File: src/rtl/pwl_sigmoid_eval.sv
// ============================================================================
// Module      : pwl_sigmoid_eval
// Description : 3-stage piecewise-linear (PLAN) sigmoid evaluator with
//               valid/ready streaming on both sides.
//               Optional macro PWL_SEG_TAG_EN adds out_seg (segment index).
// Revision    : 1.0 - initial release
// ============================================================================
`default_nettype none

module pwl_sigmoid_eval #(
    parameter int DWIDTH = 32,
    parameter int FRAC   = 24
) (
    input  logic              clk,
    input  logic              rst_n,
    input  logic              in_valid,
    output logic              in_ready,
    input  logic [DWIDTH-1:0] in_data,
    output logic              out_valid,
    input  logic              out_ready,
    output logic [DWIDTH-1:0] out_data
`ifdef PWL_SEG_TAG_EN
    ,
    output logic [1:0]        out_seg
`endif
);

    localparam logic [DWIDTH-1:0] c_one     = DWIDTH'(1) << FRAC;
    localparam logic [DWIDTH-1:0] c_half    = DWIDTH'(1) << (FRAC - 1);
    localparam logic [DWIDTH-1:0] c_0p625   = DWIDTH'(5) << (FRAC - 3);
    localparam logic [DWIDTH-1:0] c_0p84375 = DWIDTH'(27) << (FRAC - 5);
    localparam logic [DWIDTH-1:0] c_2p375   = DWIDTH'(19) << (FRAC - 3);
    localparam logic [DWIDTH-1:0] c_five    = DWIDTH'(5) << FRAC;
    localparam logic [DWIDTH-1:0] c_min     = {1'b1, {(DWIDTH-1){1'b0}}};
    localparam logic [DWIDTH-1:0] c_max     = {1'b0, {(DWIDTH-1){1'b1}}};

    logic              stall;
    logic              v1_q, v2_q, out_valid_q;
    logic              sign1_q, sign2_q;
    logic [DWIDTH-1:0] mag1_q, ya2_q, out_data_q;
    logic [1:0]        seg1_q;
    logic [DWIDTH-1:0] mag_d, ya_d, res_d;
    logic [1:0]        seg_d;

    assign stall     = out_valid_q & ~out_ready;
    assign in_ready  = ~stall;
    assign out_valid = out_valid_q;
    assign out_data  = out_data_q;

    // Negating the most-negative input would wrap, so it saturates instead.
    always_comb begin
        mag_d = in_data;
        if (in_data[DWIDTH-1]) begin
            mag_d = (in_data == c_min) ? c_max : -in_data;
        end
        if (mag_d >= c_five) begin
            seg_d = 2'd3;
        end else if (mag_d >= c_2p375) begin
            seg_d = 2'd2;
        end else if (mag_d >= c_one) begin
            seg_d = 2'd1;
        end else begin
            seg_d = 2'd0;
        end
    end

    always_comb begin
        ya_d = c_one;
        case (seg1_q)
            2'd0:    ya_d = (mag1_q >> 2) + c_half;
            2'd1:    ya_d = (mag1_q >> 3) + c_0p625;
            2'd2:    ya_d = (mag1_q >> 5) + c_0p84375;
            default: ya_d = c_one;
        endcase
        if (ya_d > c_one) begin
            ya_d = c_one;
        end
    end

    assign res_d = sign2_q ? (c_one - ya2_q) : ya2_q;

    always_ff @(posedge clk) begin
        if (!rst_n) begin
            v1_q        <= 1'b0;
            v2_q        <= 1'b0;
            out_valid_q <= 1'b0;
            sign1_q     <= 1'b0;
            sign2_q     <= 1'b0;
            mag1_q      <= '0;
            seg1_q      <= 2'd0;
            ya2_q       <= '0;
            out_data_q  <= '0;
        end else if (!stall) begin
            v1_q        <= in_valid;
            sign1_q     <= in_data[DWIDTH-1];
            mag1_q      <= mag_d;
            seg1_q      <= seg_d;
            v2_q        <= v1_q;
            sign2_q     <= sign1_q;
            ya2_q       <= ya_d;
            out_valid_q <= v2_q;
            out_data_q  <= res_d;
        end
    end

`ifdef PWL_SEG_TAG_EN
    logic [1:0] seg2_q, out_seg_q;

    always_ff @(posedge clk) begin
        if (!rst_n) begin
            seg2_q    <= 2'd0;
            out_seg_q <= 2'd0;
        end else if (!stall) begin
            seg2_q    <= seg1_q;
            out_seg_q <= seg2_q;
        end
    end

    assign out_seg = out_seg_q;
`endif

endmodule

`default_nettype wire

File: config.mk
export PLATFORM = sky130hd
export DESIGN_NAME = pwl_sigmoid_eval
export DESIGN_NICKNAME = d
export VERILOG_FILES = /design/src/rtl/pwl_sigmoid_eval.sv
export SDC_FILE = /design/constraint.sdc
export NUM_CORES = 1
export LEC_CHECK = 0
export CAP_MARGIN = 20
export CORE_ASPECT_RATIO = 0.8
export CORE_UTILIZATION = 40
export CTS_CLUSTER_SIZE = 28
export DETAILED_ROUTE_END_ITERATION = 10
export DONT_BUFFER_PORTS = 1
export HOLD_SLACK_MARGIN = 0.06
export PLACE_DENSITY = 0.63
export SYNTH_ARGS = -nofsm -noshare
export SYNTH_HDL_FRONTEND = slang
export SYNTH_SLANG_ARGS = --single-unit
File: constraint.sdc
create_clock -name clk -period 4.5 [get_ports clk]
set_clock_uncertainty 0.15 [all_clocks]
set_input_delay 0.45 -clock clk [delete_from_list [all_inputs] [get_ports clk]]
set_output_delay 0.45 -clock clk [all_outputs]
set_load 0.005 [all_outputs]
* Word level (Yosys, flattened, before mapping)
Index checks and enable logic that the tools add are counted.
** Storage, ports and cells
- Input port bits :: 36
- Bits in latches :: 0
- Memory bits (writable) :: 0
- Memory bits (read-only) :: 0
- Memories kept :: 0
- Register bits :: 103
** Operators by class
- Equal/unequal tests :: 3
- Divide/modulo/power cells :: 0
- Reduce and logical (&&, ||, !) cells :: 1
- Shift-type cells :: 0
- Mux-type cells :: 8
- Multiply operators :: 0
- Bitwise gates (word level) :: 3
- Add/subtract/negate cells :: 5
- Order comparisons :: 4
** Operators by type and width (count)
- $mux 32 :: 4
- $pmux 31 s3 :: 1
- $eq 32x32->1 const B :: 1
- $ge 32x25->1 const B :: 1
- $ge 32x26->1 const B :: 1
- $ge 32x27->1 const B :: 1
- $gt 32x25->1 const B :: 1
- $neg 32->32 :: 1
- $sub 25x32->32 const A :: 1
- $add 30x24->31 const B :: 1
- $add 29x24->30 const B :: 1
- $add 27x24->28 const B :: 1
- $mux 2 :: 2
- $eq 2x1->1 const B :: 1
- $eq 2x2->1 const B :: 1
- $logic_not 2->1 :: 1
- $not 1->1 :: 2
- $and 1x1->1 :: 1
- $mux 1 :: 1

* Longest topological paths before layout
- Depth after elaboration :: 7
- Gate-level depth with buffers :: 12
- Depth with buffers taken out :: 9

* Least setup slack after synthesis
No wires, ideal clock.
- Path kind :: input-to-reg
- Start point :: input in_data[10]
- End point :: register seg1_q[0]
- Buffers on the path :: 1
- Stages :: 8
- Setup slack :: 1.135 ns
- Data required time :: 4.230 ns
- Arrival :: 3.095 ns
- Path through :: or4_1 or3_1 clkbuf_2 or4_4 a211oi_2 a31oi_1 or4_1 o31a_1
** On the way
- Longest elaborated chain between the ends :: 7
- Elaborated cells on any way between the ends :: 10
- Those cells by class :: add/sub (1); order compare (3); eq/ne (1); mux (5)
** RTL lines
- start, declared :: line 18 : input logic [DWIDTH-1:0] in_data,
- $neg 32->32 / $eq 32x32->1 (equally long branches) :: line 54 : mag_d = (in_data == c_min) ? c_max : -in_data;
- $mux 32 :: line 54
- $mux 32 * :: line 53 : if (in_data[DWIDTH-1]) begin
- $ge 32x25->1 :: line 60 : end else if (mag_d >= c_one) begin
- $mux 1 :: line 60
- $mux 2 :: line 58 : end else if (mag_d >= c_2p375) begin
- $mux 2 * :: line 56 : if (mag_d >= c_five) begin
- end signal, assigned :: line 97 : seg1_q <= seg_d;
- end, declared :: line 41 : logic [1:0] seg1_q;
Mark *: on every way between the ends. The rest lies on a longest branch, timed or not.
A chain may end at the register's enable or synchronous reset.

* Final worst setup path
- Start point :: register seg1_q[0]
- End point :: register ya2_q[20]
** On the way
- Longest elaborated chain between the ends :: 4
- Elaborated cells on any way between the ends :: 6
- Those cells by class :: order compare (1); eq/ne (2); mux (2); reduce/logical (1)
** RTL lines
- $eq 2x2->1, or another cell as far along :: line 69 : case (seg1_q)
- $pmux 31 s3 * :: line 69
- $gt 32x25->1 :: line 75 : if (ya_d > c_one) begin
- $mux 32 * :: line 75
- end signal, assigned :: line 100 : ya2_q <= ya_d;
- end, declared :: line 40 : logic [DWIDTH-1:0] mag1_q, ya2_q, out_data_q;
Marked as above.

==> impl_metrics.toml <==
[status]
status = "completed"

[clocking]
postCtsSetupBuffers = 0
h-tree-depth = 3
clkSlewWorstSetupHoldPaths_ns = 0.07
clock_latency_ns = 0.35
cts.sinks = 100
root_buffer = "clkbuf_16"
cts_tree = "yes"
cts_resized = 0
cts.path.max_buffers = 2
cts_inserted_buffers = 9
hold_buffers = 0

[sta]
rsz0062_at_grt = "false"
finalHoldViolations = 0
setup_ws_ns = 1.015
hold_slack_ns = 0.08495
fin_crit_sh = 0.7744
setup-tns-final_ns = 0
max_freq_ghz = 0.2870
drv_slew = 0
min_period_ns = 3.485
slew_headroom = 0.3090
tightest_slew_ns = 1.035
setup_viol = 0

[global_route]
grt_usage = 0.1994
grt_max_degree = 61
grt_overflow = 0
grt_pass1_vias = 4719
grt_pass1_wl_um = 23700
antenna_found_initial = 0

[drt]
drt-initial-drc-count = 368
wl_per_cell_um = 16.52
vias = 5109
drc = 0
drt_pre_antenna_iters = 5
drt-total-wl_um = 14240
drtAntennaViolNets = 0
post_drt_via_cell_ratio = 5.927

[pwr]
p_leak_nw = 2.304
power_frac_comb = 0.142
switchingPower_uw = 592.0
pwr-share-seq = 0.477
p_per_area_mw_per_mm2 = 339.8
clock_power_share = 0.380
swShare = 0.2828
intPower_mw = 1.502
peakVddDrop_mv = 0.1923

[worst_hold_path]
hp-class = "in -> reg"

[layout]
layout.nets = 721
syn_to_final_growth_pct = 6.696
final_area_mm2 = 0.006161
diodes = 0
fin_util = 0.4453
nFillCells = 1354
drive_gt1_frac = 0.05865

[synthesis]
synth_top_cell_area_share = 0.3467
synth_ff_type = "dfxtp_1"
synth_area_mm2 = 0.005774
synthTopCellsByCount = "dfxtp_1, o21ai_0, nand2_1, clkbuf_1, a21oi_1"
async_reset_ff_frac = 0
yosysTopAreaCell = "dfxtp_1"
yosysWarnings = 0
yosysUniqueCellTypes = 53
yosysMostFrequentCell = "dfxtp_1"
syn_area_per_cell_um2 = 8.087
synth.area.top_cells = "dfxtp_1, xor2_1, o21ai_0"
syn_inst = 714
synth_edf_count = 0
synth.ff_latch_count = 100
ys_seq_area_frac = 0.3467
synth_nets = 758

[placed_design]
place_ws_ns = 0.8511
portBuffers = 0
gp_congestion = 0.8389
hpwl_um = 10220
place_area_mm2 = 0.005856

[floorplan]
die-area_mm2 = 0.01492
die_x_um = 136.3
ioPinCount = 70
die_h_um = 109.5
rows = 38
core_mm2 = 0.01384
initial_utilization = 0.4173

[worst_setup_path]
worstPathArrival_ns = 3.63
slowest_delay_ns = 0.88
path_class = "reg -> reg"
cp.required_ns = 4.64
crit_chain = "buf_4, mux2i_1, o21ai_0, nor4_1, nand4_1, o41ai_1, and3_1, a22o_1"
start_kind = "flop"
worstPathMaxFanout = 39
critPathCaptureType = "flop"
crit_slowest_cell = "dfxtp_2"

[job]
cap_violations = 0
-- per-layer routing --
| metal | up-vias | wire [um] | global-route usage |
|---|---|---|---|
| met3 | 16 | 600 | 0.04564 |
| met1 | 2452 | 6885 | 0.2685 |
| met5 | - | 0 | 0 |
| met4 | 0 | 155 | 0.05476 |
| met2 | 90 | 6597 | 0.3187 |
| li1 | 2551 | - | - |
-- power groups by stage --
| stage | clock network (mW) | logic (mW) | registers [mW] |
|---|---|---|---|
| 2_1_floorplan | 0 | 0.268 | 0.982 |
| 3_3_place_gp | 0 | 0.292 | 1.02 |
| 3_5_place_dp | 0 | 0.296 | 1.02 |
| 4_1_cts | 0.811 | 0.298 | 0.998 |
| 5_1_grt | 0.853 | 0.334 | 1.01 |
| 6_report | 0.796 | 0.298 | 0.999 |
-- sequential cells by signal, indices dropped and copies added, names as in the netlist --
| register | cells |
|---|---|
| mag1_q | 30 |
| v2_q | 1 |
| sign1_q | 1 |
| sign2_q | 1 |
| out_data | 32 |
| v1_q | 1 |
| seg1_q | 2 |
| ya2_q | 31 |
| out_valid | 1 |
-- layout by cell type (no fill, tap or decap), types with 5 or more instances in the layout --
cell / count
a21oi_1: 49
xor2_1: 45
nand4_1: 5
clkbuf_16: 9
nor2_1: 48
a22o_1: 19
ha_1: 8
buf_4: 10
o31a_1: 8
inv_1: 12
nor4_1: 12
or4_1: 6
o31ai_1: 16
xnor2_1: 14
nand2b_1: 6
a211oi_1: 21
nor3_1: 14
a31oi_1: 11
o41ai_1: 12
dfxtp_1: 99
nand2_1: 56
mux2i_1: 25
and3_1: 9
nand3_1: 11
nand3b_1: 18
o21ai_0: 76
or3_1: 9
-- per-stage QoR --
| step | total power [mW] | instances |
|---|---|---|
| 3_5_place_dp | 1.315 | 846 |
| 4_1_cts | 2.107 | 862 |
| 6_report | 2.094 | 862 |
| 2_1_floorplan | 1.250 | 714 |
| 5_1_grt | 2.196 | 862 |
| 3_3_place_gp | 1.309 | 846 |
-- cell type report --
class                      count  area [um2]  share of cell area
inverter                      13       48.80            0.007920
clock buffer                   9       225.2             0.03656
multi-input combinational    543        3503              0.5686
tap                          180       225.2             0.03656
timing repair buffer          10       75.07             0.01219
sequential                   100        2003              0.3251
clock inverter                 7       80.08             0.01300
-- critical path, delay by kind of cell (launching register included) --
kind / cells / cell delay [ns]
and+or+nand+nor: 3 / 1.12
DFF: 1 / 0.88
AOI/OAI and AO/OA: 3 / 0.72
buffers and inverters: 1 / 0.33
muxes: 1 / 0.21
-- final timing paths --
path	from	endpoint	slack, ns	cells past startpoint
setup / recovery	seg1_q[0]$_SDFFE_PN0N_	ya2_q[20]$_SDFFE_PN0N_	1.02	8
hold reg to reg	v1_q$_SDFFE_PN0N_	v1_q$_SDFFE_PN0N_	0.30	2
setup reg to reg	seg1_q[0]$_SDFFE_PN0N_	ya2_q[20]$_SDFFE_PN0N_	1.02	8
hold / removal	in_valid	v1_q$_SDFFE_PN0N_	0.08	2
-- cell families (layout without fill, tap and decap cells) --
logic type | after synthesis | count (layout) | share of synthesized area
simple gates | 215 | 215 | 0.1931
compound gates | 235 | 235 | 0.2611
buf+inv | 71 | 39 | 0.04702
xor+xnor | 59 | 59 | 0.08949
flops | 100 | 100 | 0.3467
fa+ha+maj | 8 | 8 | 0.01734
mux | 26 | 26 | 0.04529
No activity file was read; power rests on OpenSTA's default activity.
